==> src/rtl/regfile_pkg.sv <==
// Shared types and constants for the regfile write-back path.
package regfile_pkg;

  localparam int REG_AW = 5;
  localparam int REG_DW = 32;

  // Register 0 is hard-wired; writes to it are discarded.
  localparam logic [REG_AW-1:0] REG_ZERO = '0;

  // One pending register write: destination select plus result data.
  typedef struct packed {
    logic [REG_AW-1:0] dsel;
    logic [REG_DW-1:0] data;
  } wb_entry_t;

endpackage : regfile_pkg

==> src/rtl/wb_fifo.sv <==
// In-order synchronous FIFO of pending writes; exposes every slot together
// with a validity mask so the top level can match destinations for hazards.
module wb_fifo
  import regfile_pkg::*;
#(
  parameter int DEPTH = 4
) (
  input  logic                       clk,
  input  logic                       rst_n,
  input  logic                       i_push,
  input  wb_entry_t                  i_push_entry,
  input  logic                       i_pop,
  output wb_entry_t                  o_head,
  output logic                       o_full,
  output logic                       o_empty,
  output logic [$clog2(DEPTH+1)-1:0] o_count,
  output wb_entry_t                  o_entries [DEPTH],
  output logic [DEPTH-1:0]           o_valid
);

  localparam int PW = $clog2(DEPTH);
  localparam int CW = $clog2(DEPTH+1);

  logic [PW-1:0] r_wr_ptr;
  logic [PW-1:0] r_rd_ptr;
  logic [CW-1:0] r_count;
  wb_entry_t     r_mem [DEPTH];

  logic w_push_en;
  logic w_pop_en;

  assign o_full    = (r_count == CW'(DEPTH));
  assign o_empty   = (r_count == '0);
  assign o_count   = r_count;
  assign o_head    = r_mem[r_rd_ptr];
  assign o_entries = r_mem;
  assign w_push_en = i_push && !o_full;
  assign w_pop_en  = i_pop && !o_empty;

  // Pointers wrap naturally at DEPTH (power of two); occupancy tracks push/pop.
  always_ff @(posedge clk or negedge rst_n) begin
    if (!rst_n) begin
      r_wr_ptr <= '0;
      r_rd_ptr <= '0;
      r_count  <= '0;
    end else begin
      if (w_push_en) r_wr_ptr <= r_wr_ptr + 1'b1;
      if (w_pop_en)  r_rd_ptr <= r_rd_ptr + 1'b1;
      case ({w_push_en, w_pop_en})
        2'b10:   r_count <= r_count + 1'b1;
        2'b01:   r_count <= r_count - 1'b1;
        default: r_count <= r_count;
      endcase
    end
  end

  // Entry storage.
  // NOTE: storage is deliberately left unreset; o_valid masks stale slots, so
  // clearing the array would only add reset fan-out without changing behaviour.
  always_ff @(posedge clk) begin
    if (w_push_en) r_mem[r_wr_ptr] <= i_push_entry;
  end

  // A slot is live when its distance from the read pointer is below occupancy.
  always_comb begin
    logic [PW-1:0] w_off;
    // NOTE: every combinational output gets a default first so no latch forms.
    o_valid = '0;
    w_off   = '0;
    for (int i = 0; i < DEPTH; i++) begin
      w_off      = PW'(i) - r_rd_ptr;
      o_valid[i] = (CW'(w_off) < r_count);
    end
  end

endmodule : wb_fifo

==> src/rtl/regfile_writeback.sv <==
// Write-side front end for the regfile: arbitrates ALU/load results into an
// in-order queue, issues one registered write per cycle, flags pending writes.
module regfile_writeback
  import regfile_pkg::*;
#(
  parameter int DEPTH = 4,
  parameter int DW    = REG_DW,
  parameter int AW    = REG_AW
) (
  input  logic                       clock,
  input  logic                       reset,
  input  logic                       alu_valid,
  output logic                       alu_ready,
  input  logic [AW-1:0]              alu_dsel,
  input  logic [DW-1:0]              alu_data,
  input  logic                       mem_valid,
  output logic                       mem_ready,
  input  logic [AW-1:0]              mem_dsel,
  input  logic [DW-1:0]              mem_data,
  input  logic                       wb_hold,
  output logic                       RW,
  output logic [AW-1:0]              Dsel,
  output logic [DW-1:0]              DIN,
  input  logic [AW-1:0]              Asel,
  input  logic [AW-1:0]              Bsel,
  output logic                       a_busy,
  output logic                       b_busy,
  output logic [$clog2(DEPTH+1)-1:0] count
);

  wb_entry_t        w_push_entry;
  wb_entry_t        w_head;
  wb_entry_t        w_entries [DEPTH];
  logic [DEPTH-1:0] w_valid;
  logic             w_full;
  logic             w_empty;
  logic             w_mem_fire;
  logic             w_alu_fire;
  logic             w_push;
  logic             w_pop;

  // Load results win; the ALU waits whenever a load is offered.
  assign mem_ready  = reset && !w_full;
  assign alu_ready  = reset && !w_full && !mem_valid;
  assign w_mem_fire = mem_valid && mem_ready;
  assign w_alu_fire = alu_valid && alu_ready;

  // Accepted writes to register 0 complete the handshake but never enqueue.
  assign w_push_entry = w_mem_fire ? '{dsel: mem_dsel, data: mem_data}
                                   : '{dsel: alu_dsel, data: alu_data};
  assign w_push = (w_mem_fire && (mem_dsel != REG_ZERO)) ||
                  (w_alu_fire && (alu_dsel != REG_ZERO));
  assign w_pop  = !wb_hold && !w_empty;

  wb_fifo #(.DEPTH(DEPTH)) u_fifo (
    .clk          (clock),
    .rst_n        (reset),
    .i_push       (w_push),
    .i_push_entry (w_push_entry),
    .i_pop        (w_pop),
    .o_head       (w_head),
    .o_full       (w_full),
    .o_empty      (w_empty),
    .o_count      (count),
    .o_entries    (w_entries),
    .o_valid      (w_valid)
  );

  // Registered regfile write port: one-cycle RW pulse per popped entry.
  always_ff @(posedge clock or negedge reset) begin
    if (!reset) begin
      RW   <= 1'b0;
      Dsel <= '0;
      DIN  <= '0;
    end else if (w_pop) begin
      // NOTE: state updates use non-blocking assignments so every register
      // samples pre-edge values regardless of statement order.
      RW   <= 1'b1;
      Dsel <= w_head.dsel;
      DIN  <= w_head.data;
    end else begin
      RW   <= 1'b0;
    end
  end

  // Hazard flags: any queued write or the in-flight write targeting a select.
  always_comb begin
    logic w_hit_a;
    logic w_hit_b;
    w_hit_a = RW && (Dsel == Asel);
    w_hit_b = RW && (Dsel == Bsel);
    for (int i = 0; i < DEPTH; i++) begin
      if (w_valid[i] && (w_entries[i].dsel == Asel)) w_hit_a = 1'b1;
      if (w_valid[i] && (w_entries[i].dsel == Bsel)) w_hit_b = 1'b1;
    end
    a_busy = (Asel != REG_ZERO) && w_hit_a;
    b_busy = (Bsel != REG_ZERO) && w_hit_b;
  end

endmodule : regfile_writeback

==> config.mk <==
export PLATFORM = sky130hd
export DESIGN_NAME = regfile_writeback
export DESIGN_NICKNAME = d
export VERILOG_FILES = /design/src/rtl/regfile_pkg.sv /design/src/rtl/wb_fifo.sv /design/src/rtl/regfile_writeback.sv
export SDC_FILE = /design/constraint.sdc
export NUM_CORES = 1
export LEC_CHECK = 0
export ABC_AREA = 1
export CAP_MARGIN = 20
export CORE_UTILIZATION = 50
export DETAILED_ROUTE_END_ITERATION = 8
export MAX_ROUTING_LAYER = met4
export PLACE_DENSITY = 0.77
export SLEW_MARGIN = 30
export SYNTH_ARGS = -nofsm -noshare
export SYNTH_HDL_FRONTEND = slang
export SYNTH_SLANG_ARGS = --single-unit
==> constraint.sdc <==
create_clock -name clock -period 9.75 [get_ports clock]
set_clock_uncertainty 0.05 [all_clocks]
set_input_delay 1.95 -clock clock [delete_from_list [all_inputs] [get_ports clock]]
set_output_delay 1.95 -clock clock [all_outputs]
set_load 0.1 [all_outputs]
==> flow_summary_export.csv <==
group,metric,value,unit
outcome,status,"complete, no violations",
placed_design,place_hpwl,12.2,mm
clocking,ctsLongestPathBuffers,2,
clocking,cts_htree_levels,4,
yosys,dominantRegCellSynth,"sky130_fd_sc_hd__edfxtp_1",
clocking,gates_resized_cts_repair,0,
placed_design,port_buffers,133,
placed_design,gp_routability_congestion,0.912,
grt,antenna_found_initial,0,
floorplan,rows,47,
yosys,netlist_area,8660,um^2
floorplan,die_h,134,um
drt,wl_per_cell,16.2,um
layout,nNetsFinal,1029,
floorplan,core_region_area,16800,um^2
layout,area_used_by_sequential_logic_in_the_layout,5570,um^2
grt,first_global_vias,5723,
power_and_ir_drop,power.static_leakage,4.24,nW
critical_path,critPathCaptureType,"output port",
floorplan,initial_standard_cell_utilization_of_the_core,51.7,%
yosys,synth.avg_cell_area,10.8,um^2
timing,post-route-period-util,66.2,%
yosys,number_of_nets_in_the_synthesized_netlist,901,
clocking,cts_buffers,17,
drt,drt-pass1-iter-count,5,
critical_path,crit_path_arrival_time,4.46,ns
power_and_ir_drop,ir_worst_vdd,0.287,mV
layout,layout-drive-gt1-share,8.80,%
clocking,clock-root-buffer,"sky130_fd_sc_hd__clkbuf_16",
clocking,postCtsSetupBuffers,0,
timing,slew_headroom,32.9,%
layout,nFillCells,1326,
timing,hold_violations,0,
grt,grt_use_total,23.0,%
clocking,cts_hold_buffers,0,
drt,route.vias.total,5975,
yosys,synth_warnings,0,
worst_hold_path,worstHoldPathType,"reg -> reg",
critical_path,timing.critical_path.from_type,"primary input",
timing,grt_setup_unrepaired,"no",
drt,route.antenna.remaining_nets,0,
clocking,worstSkewPairLatency,0.42,ns
timing,final_max_slew_viol_count,0,
drt,avg_vias_per_cell,5.14,
floorplan,dieWidth,134,um
power_and_ir_drop,power_density,326,nW/um^2
critical_path,critical_path_class,"in -> out",
drt,initialDrtViolationCount,500,
layout,final_cell_mix,"sky130_fd_sc_hd__nand2_1, sky130_fd_sc_hd__edfxtp_1, sky130_fd_sc_hd__clkdlybuf4s50_1, sky130_fd_sc_hd__dfrtp_1, sky130_fd_sc_hd__inv_1",
timing,fin_tns_setup,0,ns
critical_path,worst-endpoint-required,7.75,ns
floorplan,die_area,17800,um^2
job,max_cap_violations,0,
yosys,edff_count_synth,148,
layout,layout.cells.most_common,"sky130_fd_sc_hd__nand2_1",
timing,report.final.setup_viol,0,
yosys,synth_cell_type_count,28,
clocking,numClockSinks,193,
timing,achievable-frequency,0.155,GHz
layout,final_core_utilization,64.1,%
clocking,clkSlewWorstSetupHoldPaths,0.07,ns
grt,grt_max_degree,47,
layout,multi_input_area,2730,um^2
timing,worst-slew-pin-transition,1.00,ns
grt,gr-total-overflow,0,
yosys,synth_sequential_area_ratio,64.3,%
layout,flow.area_growth_from_synthesis,24.1,%
floorplan,top_level_ports,134,
yosys,post_synth_inst_count,802,
drt,routed_wire_length,18.9,mm
grt,grt_pass1_wl,29.5,mm
timing,period_minus_slack,6.46,ns
layout,num_antenna_cells,0,
clocking,tritoncts,"built",
yosys,asyncSetResetFlopFracSynth,23.3,%
yosys,synth-seq-cells,193,
drt,detail_route.drc_violations,0,
critical_path,worst-path-max-fanout,7,
per-layer routing:
metal / track usage [%] / wire, um / vias to the layer above
met1: 28.5 / 8210 / 2854
li1: - / - / 2919
met5: - / 0 / -
met4: 6.94 / 212 / 0
met2: 38.7 / 9580 / 183
met3: 3.88 / 892 / 19
critical path, stage by stage:
cell	delay, ns
sky130_fd_sc_hd__clkdlybuf4s50_1	0.68
sky130_fd_sc_hd__xnor2_1	0.16
sky130_fd_sc_hd__nand2_1	0.06
sky130_fd_sc_hd__a21oi_1	0.18
sky130_fd_sc_hd__nand2_1	0.07
sky130_fd_sc_hd__nand2_1	0.07
sky130_fd_sc_hd__nor2_1	0.04
sky130_fd_sc_hd__nor2_1	0.10
sky130_fd_sc_hd__clkdlybuf4s50_1	1.14
Yosys cell counts (11+ instances only):
library cell | n | area, um^2
sky130_fd_sc_hd__nor2_1 | 35 | 131
sky130_fd_sc_hd__o21ai_0 | 15 | 75.1
sky130_fd_sc_hd__mux2_2 | 31 | 349
sky130_fd_sc_hd__buf_2 | 20 | 100
sky130_fd_sc_hd__nand2_1 | 332 | 1250
sky130_fd_sc_hd__nand3_1 | 14 | 70.1
sky130_fd_sc_hd__xnor2_1 | 23 | 201
sky130_fd_sc_hd__edfxtp_1 | 148 | 4440
sky130_fd_sc_hd__xor2_1 | 11 | 96.3
sky130_fd_sc_hd__nand4_1 | 37 | 231
sky130_fd_sc_hd__dfrtp_1 | 45 | 1130
sky130_fd_sc_hd__inv_1 | 43 | 161
flip-flops by register name (all words and copies together), names as in the netlist:
register	flops
u_fifo.r_rd_ptr	2
u_fifo.o_entries	148
u_fifo.o_count	3
DIN	32
RW	1
u_fifo.r_wr_ptr	2
Dsel	5
cell families (layout without fill, tap and decap cells):
| group | count (synthesis) | after routing | share of synthesized area [%] |
|---|---|---|---|
| xor+xnor | 34 | 34 | 3.44 |
| mux | 33 | 33 | 4.29 |
| compound gates | 22 | 22 | 1.50 |
| buf+inv | 81 | 222 | 4.65 |
| simple gates | 429 | 429 | 20.2 |
| flops | 193 | 193 | 64.3 |
| fa+ha+maj | 10 | 10 | 1.53 |
power by group:
group | switching [mW] | internal (mW) | total [mW]
combinational | 1.21 | 0.466 | 1.67
clock | 0.287 | 0.325 | 0.612
sequential | 0.104 | 1.11 | 1.21
through the flow:
stage          power, mW  hold slack [ns]  setup slack, ns  cell area, um^2  cells
2_1_floorplan       2.43            0.442             3.74             8660    802
3_3_place_gp        2.84            0.419             3.33            10100   1127
3_5_place_dp        2.91            0.428             3.31            10200   1130
4_1_cts             3.52            0.443             3.31            10700   1162
5_1_grt             3.67            0.470             3.17            10700   1163
6_report            3.50            0.434             3.29            10700   1163
cell type report:
cell class,instances,area share (%)
clock buffers,19,4.03
inverters,47,1.64
well taps,220,2.56
repair buffers,143,13.8
flip-flops and latches,193,51.8
clock inverters,13,0.792
multi-input cells,528,25.4
worst paths after layout:
path | from | cells past startpoint | to | slack [ns]
worst max register to register | u_fifo.o_count[1] | 7 | u_fifo.o_entries[14] | 6.76
worst min register to register | DIN[7] | 1 | DIN[7] | 0.43
worst max-delay path | Bsel[0] | 9 | b_busy | 3.29
worst min-delay path | DIN[7] | 1 | DIN[7] | 0.43
max in group asynchronous | reset | 2 | DIN[20] | 7.59
min in group asynchronous | reset | 2 | DIN[28] | 1.60
Power figures use the tool's default switching activity.
